<file path="config.mk">
export PLATFORM = sky130hd
export DESIGN_NAME = dmw_rmw
export DESIGN_NICKNAME = d
export VERILOG_FILES = /design/src/rtl/dmw_rmw_pkg.sv /design/src/rtl/dmw_rmw_merge.sv /design/src/rtl/dmw_rmw.sv
export SDC_FILE = /design/constraint.sdc
export NUM_CORES = 1
export LEC_CHECK = 0
export BUFFER_PORTS_ARGS = -buffer_cell sky130_fd_sc_hd__buf_2
export CAP_MARGIN = 5
export CORE_ASPECT_RATIO = 1.1
export CORE_MARGIN = 2
export CORE_UTILIZATION = 55
export DETAILED_ROUTE_END_ITERATION = 8
export PLACE_DENSITY = 0.92
export RECOVER_POWER = 50
export SYNTH_ARGS = -nofsm -noshare
export SYNTH_HDL_FRONTEND = slang
export SYNTH_HIERARCHICAL = 1
export SYNTH_SLANG_ARGS = --single-unit
</file>
<file path="constraint.sdc">
create_clock -name clk -period 7.19 [get_ports clk]
set_input_delay 0.719 -clock clk [delete_from_list [all_inputs] [get_ports clk]]
set_output_delay 0.719 -clock clk [all_outputs]
set_load 0.01 [all_outputs]
</file>
<file path="src/rtl/dmw_rmw_pkg.sv">
// instr_def: store opcodes shared by the data memory write path
package instr_def;
    localparam logic [5:0] OP_SB = 6'b101000;
    localparam logic [5:0] OP_SH = 6'b101001;
    localparam logic [5:0] OP_SW = 6'b101011;
endpackage

</file>
<file path="src/rtl/dmw_rmw_merge.sv">
// dmw_merge: overlays sb/sh store data onto the old memory word; sw passes wdata through
module dmw_merge
    import instr_def::*;
(
    input  logic [5:0]  i_op,
    input  logic [1:0]  i_lane,
    input  logic [31:0] i_old,
    input  logic [31:0] i_wdata,
    output logic [31:0] o_merged
);
    always_comb begin
        o_merged = i_old;
        case (i_op)
            OP_SB:   o_merged[{i_lane, 3'b000} +: 8] = i_wdata[7:0];
            OP_SH:   o_merged[{i_lane[1], 4'b0000} +: 16] = i_wdata[15:0];
            OP_SW:   o_merged = i_wdata;
            default: o_merged = i_old;
        endcase
    end
endmodule

</file>
<file path="src/rtl/dmw_rmw.sv">
// dmw_rmw: store-side read-modify-write controller; DMW_MISALIGN_EXC_EN enables misaligned-store exceptions
module dmw_rmw
    import instr_def::*;
#(
    parameter int ADDR_W = 32,
    parameter int RD_LAT = 1
) (
    input  logic              clk,
    input  logic              rst,
    input  logic              req_valid,
    output logic              req_ready,
    input  logic [5:0]        op,
    input  logic [ADDR_W-1:0] addr,
    input  logic [31:0]       wdata,
    output logic [ADDR_W-3:0] mem_addr,
    output logic              mem_rd_en,
    input  logic [31:0]       mem_rdata,
    output logic              mem_wr_en,
    output logic [31:0]       mem_wdata,
    output logic              done,
    output logic              exc,
    output logic [ADDR_W-1:0] exc_addr
);
    typedef enum logic [1:0] {S_IDLE, S_RD, S_WAIT, S_WR} state_t;
    localparam int CW = (RD_LAT > 1) ? $clog2(RD_LAT) : 1;
    localparam logic [CW-1:0] LAST = CW'(RD_LAT - 1);

    state_t            r_state, w_next;
    logic [5:0]        r_op;
    logic [1:0]        r_lane;
    logic [ADDR_W-3:0] r_waddr;
    logic [31:0]       r_wdata, r_merge, w_merged;
    logic [CW-1:0]     r_cnt;
    logic              w_acc, w_store, w_mis, w_last;

    assign w_acc   = req_valid && r_state == S_IDLE;
    assign w_store = op == OP_SB || op == OP_SH || op == OP_SW;
    assign w_last  = r_state == S_WAIT && r_cnt == LAST;

`ifdef DMW_MISALIGN_EXC_EN
    logic              r_exc;
    logic [ADDR_W-1:0] r_exc_addr;
    assign w_mis    = (op == OP_SH && addr[0]) || (op == OP_SW && addr[1:0] != 2'b00);
    assign exc      = r_exc;
    assign exc_addr = r_exc_addr;
    always_ff @(posedge clk or posedge rst) begin
        if (rst) begin
            r_exc      <= 1'b0;
            r_exc_addr <= '0;
        end else begin
            r_exc <= w_acc && w_mis;
            if (w_acc)
                r_exc_addr <= w_mis ? addr : '0;
        end
    end
`else
    assign w_mis    = 1'b0;
    assign exc      = 1'b0;
    assign exc_addr = '0;
`endif

    dmw_merge u_merge (
        .i_op     (r_op),
        .i_lane   (r_lane),
        .i_old    (mem_rdata),
        .i_wdata  (r_wdata),
        .o_merged (w_merged)
    );

    always_ff @(posedge clk or posedge rst) begin
        if (rst)
            r_state <= S_IDLE;
        else
            r_state <= w_next;
    end

    always_comb begin
        w_next = r_state;
        case (r_state)
            S_IDLE:  if (w_acc && w_store && !w_mis) w_next = (op == OP_SW) ? S_WR : S_RD;
            S_RD:    w_next = S_WAIT;
            S_WAIT:  if (w_last) w_next = S_WR;
            default: w_next = S_IDLE;
        endcase
    end

    always_ff @(posedge clk or posedge rst) begin
        if (rst) begin
            r_op    <= '0;
            r_lane  <= '0;
            r_waddr <= '0;
            r_wdata <= '0;
            r_merge <= '0;
            r_cnt   <= '0;
        end else begin
            if (w_acc && w_store) begin
                r_op    <= op;
                r_lane  <= addr[1:0];
                r_waddr <= addr[ADDR_W-1:2];
                r_wdata <= wdata;
            end
            // sw skips the read, so its word goes straight into the merge register
            if (w_acc && op == OP_SW)
                r_merge <= wdata;
            else if (w_last)
                r_merge <= w_merged;
            r_cnt <= (r_state == S_WAIT) ? r_cnt + 1'b1 : '0;
        end
    end

    assign req_ready = r_state == S_IDLE;
    assign mem_rd_en = r_state == S_RD;
    assign mem_wr_en = r_state == S_WR;
    assign done      = r_state == S_WR;
    assign mem_addr  = r_waddr;
    assign mem_wdata = r_merge;
endmodule

</file>
# After elaboration in Yosys (flattened, before gate mapping)
# Index checks and enable logic that the tools add are counted.
op_classes:
  add_sub_neg: 3
  eq_ne: 11
  shifts: 4
  mux: 10
  bitwise_logic: 1
  reduce_logical: 9
ops:
  columns: ["op", "count"]
  rows:
  - ["$pmux 32 s3", 1]
  - ["$bwmux 32", 2]
  - ["$mux 32", 2]
  - ["$eq 6x6->1 const B", 6]
  - ["$shift 16x7->32 const A", 1]
  - ["$shift 8x7->32 const A", 1]
  - ["$shiftx 16x7->32", 1]
  - ["$shiftx 8x7->32", 1]
  - ["$neg 5->7", 2]
  - ["$mux 2", 3]
  - ["$pmux 2 s3", 1]
  - ["$eq 2x2->1 const B", 2]
  - ["$logic_and 1x1->1", 4]
  - ["$eq 2x1->1 const B", 1]
  - ["$logic_not 2->1", 1]
  - ["$logic_or 1x1->1", 2]
  - ["$ne 2x1->1 const B", 1]
  - ["$ne 2x2->1 const B", 1]
  - ["$reduce_and 2->1", 1]
  - ["$reduce_bool 2->1", 1]
  - ["$add 1x1->1 const B", 1]
  - ["$mux 1", 1]
  - ["$not 1->1", 1]
word_totals:
  register_bits: 105

# Depth between registers and ports, before layout
depth:
  depth_word: 6
  mapped_depth: 11
  depth_no_buf: 8

# Modules after synthesis
# The synthesis kept the hierarchy.
by_module_without_submodules:
  columns: ["mod", "n_inst", "cells_per_inst", "area_each_um2", "seq_area_each_um2"]
  rows:
  - ["dmw_rmw", 1, 345, 4744.6, 2627.5]
  - ["dmw_merge", 1, 174, 1093.5, 0.0]

# Least setup slack after synthesis
# OpenSTA, ideal clock, no wires.
synth_timing:
  kind: "input to register"
  startpoint: "input port op[4]"
  endpoint: "register r_waddr[0], in the netlist mem_addr[0]"
  arrival_time_ns: 2.030
  t_required_ns: 7.065
  setup_slack_ns: 5.035
  path_stages: 4
  path_buffers: 1
  path_cell_list: "nand4b_2 -> nor4b_4 -> buf_6 -> mux2_4"
synth_between:
  elab_chain_len: 4
synth_lines:
  columns: ["element", "line_no", "text"]
  rows:
  - ["from (decl)", "dmw_rmw.sv:12", "input logic [5:0] op,"]
  - ["$eq 6x6->1", "dmw_rmw.sv:37", "assign w_store = op == OP_SB || op == OP_SH || op == OP_SW;"]
  - ["$logic_or 1x1->1", "dmw_rmw.sv:37", null]
  - ["$logic_or 1x1->1 (*)", "dmw_rmw.sv:37", null]
  - ["$logic_and 1x1->1 (*)", "dmw_rmw.sv:96", "if (w_acc && w_store) begin"]
  - ["to (signal assigned)", "dmw_rmw.sv:99", "r_waddr <= addr[ADDR_W-1:2];"]
  - ["to (decl)", "dmw_rmw.sv:31", "logic [ADDR_W-3:0] r_waddr;"]
# Every way passes the cells marked *; elsewhere a longest branch is shown, timed or not.
# A chain may end at the register's enable or synchronous reset.

# Final worst setup path
layout_timing:
  startpoint: "register r_lane[1]"
  endpoint: "register r_merge[5], in the netlist mem_wdata[5]"
layout_between:
  elab_chain_len: 6
layout_lines:
  columns: ["element", "line_no", "text"]
  rows:
  - ["from (decl)", "dmw_rmw.sv:30", "logic [1:0] r_lane;"]
  - ["from (signal assigned)", "dmw_rmw.sv:98", "r_lane <= addr[1:0];"]
  - ["$neg 5->7 (on tied branches)", "dmw_rmw_merge.sv:15, dmw_rmw_merge.sv:14", null]
  - ["$shiftx 16x7->32 (tied with other cells)", "dmw_rmw_merge.sv:15", "OP_SH: o_merged[{i_lane[1], 4'b0000} +: 16] = i_wdata[15:0];"]
  - ["$bwmux 32 (on tied branches)", "dmw_rmw_merge.sv:15, dmw_rmw_merge.sv:14", null]
  - ["$pmux 32 s3 (*)", "dmw_rmw_merge.sv:13", "case (i_op)"]
  - ["net w_merged[5]", "dmw_rmw.sv:32", "logic [31:0] r_wdata, r_merge, w_merged;"]
  - ["$mux 32 (*)", "dmw_rmw.sv:105", "else if (w_last)"]
  - ["$mux 32 (*)", "dmw_rmw.sv:103", "if (w_acc && op == OP_SW)"]
  - ["to (signal assigned)", "dmw_rmw.sv:104", "r_merge <= wdata;"]
  - ["to (signal assigned)", "dmw_rmw.sv:106", "r_merge <= w_merged;"]
  - ["to (decl)", "dmw_rmw.sv:32", null]
# The timed path passes the listed nets; every way through them passes the cells marked *. The select of a mux whose other input is x is not followed.

==> flow_summary.json <==
{
  "outcome": "finished, violations left",
  "failed_checks": "max-capacitance violations, max-slew violations",
  "skew_ps": 5.43,
  "yosys-top-cells-area": "dfrtp_1, mux2_4, mux2i_1",
  "antenna_found_initial": 1,
  "max_stage_delay_ps": 610,
  "cp.arrival_ps": 3090,
  "fin_nets": 784,
  "syn_area_um2": 5840,
  "fmax_mhz": 350,
  "synthCells": 519,
  "peakVddDrop_uv": 223,
  "tns_ps": 0,
  "yosysTopAreaCellShare": 0.450,
  "cp_max_fo": 15,
  "initial_core_util": 0.564,
  "tightest_slew_ps": 1520,
  "place_ws_ps": 4490,
  "end_kind": "register",
  "synth_edf_count": 0,
  "post-route-period-util": 0.397,
  "drt-vias-per-instance": 5.67,
  "clock_latency_ps": 340,
  "min_period_ps": 2860,
  "num_rows": 39,
  "grt_pass1_vias": 4695,
  "r2r_end": "mem_wdata[5]$_DFFE_PP0P_",
  "synthDistinctLibCells": 51,
  "route.met3.wl_um": 1380,
  "m1WireLength_um": 5750,
  "grt_max_degree": 71,
  "vias": 4629,
  "die_w_um": 102,
  "io_buffers": 170,
  "syn2layout_area_growth_pct": 16.5,
  "setup.worst_path.end": "mem_wdata[5]$_DFFE_PP0P_",
  "die_area_um2": 11500,
  "worstSetupStartpoint": "r_lane[1]$_DFFE_PP0P_",
  "dpl.hpwl_um": 10900,
  "yosysWarnings": 6,
  "fin_util": 0.658,
  "reg2reg_depth": 8,
  "synth_seq_cells": 105,
  "clockBufferDepth": 2,
  "drtIter0Drc": 570,
  "cpLargestDelayFamily": "simple AND/OR/NAND/NOR gates",
  "syn_area_per_cell_um2": 11.2,
  "async_flop_share": 1.00,
  "grt_pass1_wl_um": 23700,
  "hold_viol": 0,
  "required_ps": 7430,
  "p_per_area_nw_per_um2": 377,
  "crit_cells": 8,
  "rr_startpoint": "r_lane[1]$_DFFE_PP0P_",
  "cts_tree": "yes",
  "drtAntennaViolNets": 0,
  "yosysTopAreaCell": "dfrtp_1",
  "routed_wl_um": 15100,
  "core_um2": 10300,
  "critical_path.most_common_cell": "nor2_1",
  "synth_sequential_area_ratio": 0.450,
  "path_cells": "inv_1 > ha_1 > nor2_1 > a32oi_1 > nor2_1 > a22o_1 > mux2i_1 > o21ai_0",
  "path_class": "reg2reg",
  "overflow": 0,
  "layout_setup_ws_ps": 4330,
  "htree_levels": 3,
  "die_y_um": 112,
  "root_buffer": "clkbuf_16",
  "slowest_stage": "dfrtp_1",
  "p_leak_nw": 3.28,
  "wl_met2_um": 7310,
  "rsz0062_at_grt": "false",
  "first_pass_iters": 5,
  "slew_violations": 37,
  "boundaryPins": 204,
  "rrSetupSlack_ps": 4330,
  "setup_viol": 0,
  "dominantRegCellSynth": "dfrtp_1",
  "ctsResizeCount": 0,
  "hold_path.class": "reg2reg",
  "drcViolationCount": 0,
  "min_path_cells": 1,
  "worst-path-buf-inv": 1,
  "cts.reportedPaths.clkPinSlew_ps": 70,
  "slew_headroom": -0.0197,
  "place.gp.congestion": 0.890,
  "highest_layer": "met4",
  "cts_hold_buf": 0,
  "drv_cap": 1,
  "cts_inserted_buffers": 9,
  "drive_gt1_frac": 0.299,
  "post_drt_wl_per_cell_um": 18.5,
  "track_usage": 0.267,
  "cts_sinks": 105,
  "cp-start-kind": "register",
  "cts_setup_buffers": 0
}
-- cells in the final DEF, fill, tap and decap left out, types with 9 or more instances in the layout --
master       n
a21oi_1     16
a22oi_1     15
buf_2      108
clkbuf_1    62
clkbuf_16    9
conb_1      33
dfrtp_1    105
ha_1         9
mux2_2      14
mux2_4      50
mux2i_1     33
nand2_1     58
o21ai_0     47
o21ai_1     12
-- report_power, final --
group	switching (mW)	internal, mW
clock	0.205	0.295
combinational	0.514	0.469
sequential	0.245	0.840
total	0.963	1.60
-- state kept, by name (all words and copies together), names as in the netlist --
name and count:
r_op 6, r_wdata 32, mem_wdata 32, r_lane 2, mem_addr 30, r_cnt 1, r_state 2
-- metrics by stage --
step / cell area (µm²) / power, mW / hold slack, ps / cells
6_report: 6800 / 2.57 / 510 / 817
5_1_grt: 6800 / 2.72 / 530 / 817
4_1_cts: 6880 / 2.61 / 390 / 816
3_5_place_dp: 6580 / 2.10 / 491 / 802
3_3_place_gp: 6580 / 2.04 / 465 / 802
2_1_floorplan: 5960 / 1.74 / 454 / 551
-- routing by layer --
layer | global-route usage | vias to the layer above
met5 | 0 | -
met4 | 0.122 | 0
met3 | 0.0735 | 54
met2 | 0.436 | 285
met1 | 0.329 | 2192
li1 | - | 2098
-- kinds of logic after synthesis --
logic type | Yosys count | share of synthesized area
AO/OA/AOI/OAI | 128 | 0.139
other | 1 | 0.000642
AND/OR/NAND/NOR | 104 | 0.0949
buffers and inverters | 74 | 0.0823
flip-flops | 105 | 0.450
adder cells (fa/ha/maj) | 9 | 0.0193
multiplexers | 98 | 0.214
-- how the worst min path moves through the flow --
stage / slack (ps) / from / endpoint
6_report: 510 / mem_addr[8]$_DFFE_PP0P_ / mem_addr[8]$_DFFE_PP0P_
5_1_grt: 530 / mem_addr[10]$_DFFE_PP0P_ / mem_addr[10]$_DFFE_PP0P_
4_1_cts: 390 / rst / mem_addr[20]$_DFFE_PP0P_
3_5_place_dp: 490 / mem_addr[23]$_DFFE_PP0P_ / mem_addr[23]$_DFFE_PP0P_
3_3_place_gp: 470 / mem_addr[4]$_DFFE_PP0P_ / mem_addr[4]$_DFFE_PP0P_
2_1_floorplan: 450 / r_op[5]$_DFFE_PP0P_ / r_op[5]$_DFFE_PP0P_
-- cell usage after synthesis, types with 4 or more instances --
library cell    n
a31oi_1         5
a21o_1          7
inv_1           8
mux2i_1        33
mux2_4         50
and3_1          4
a32o_1          8
a32oi_1         4
dfrtp_1       105
nand3_1         6
a22o_1          8
buf_4          35
buf_6           8
clkbuf_1       12
nor2b_1         6
nand2_1        58
mux2_2         14
o21ai_1        12
o21ai_0        47
ha_1            9
buf_2           9
a22oi_1        15
nor2_1          7
a21oi_1        16
-- area by class of cell --
class,instances,area (µm²)
sequential,105,2630
timing repair buffer,173,796
clock inverter,2,37.5
antenna,1,2.50
multi-input combinational,372,2860
tap,143,179
fill,865,3540
inverter,9,35.0
clock buffer,12,267
No activity file was read; power rests on OpenSTA's default activity.
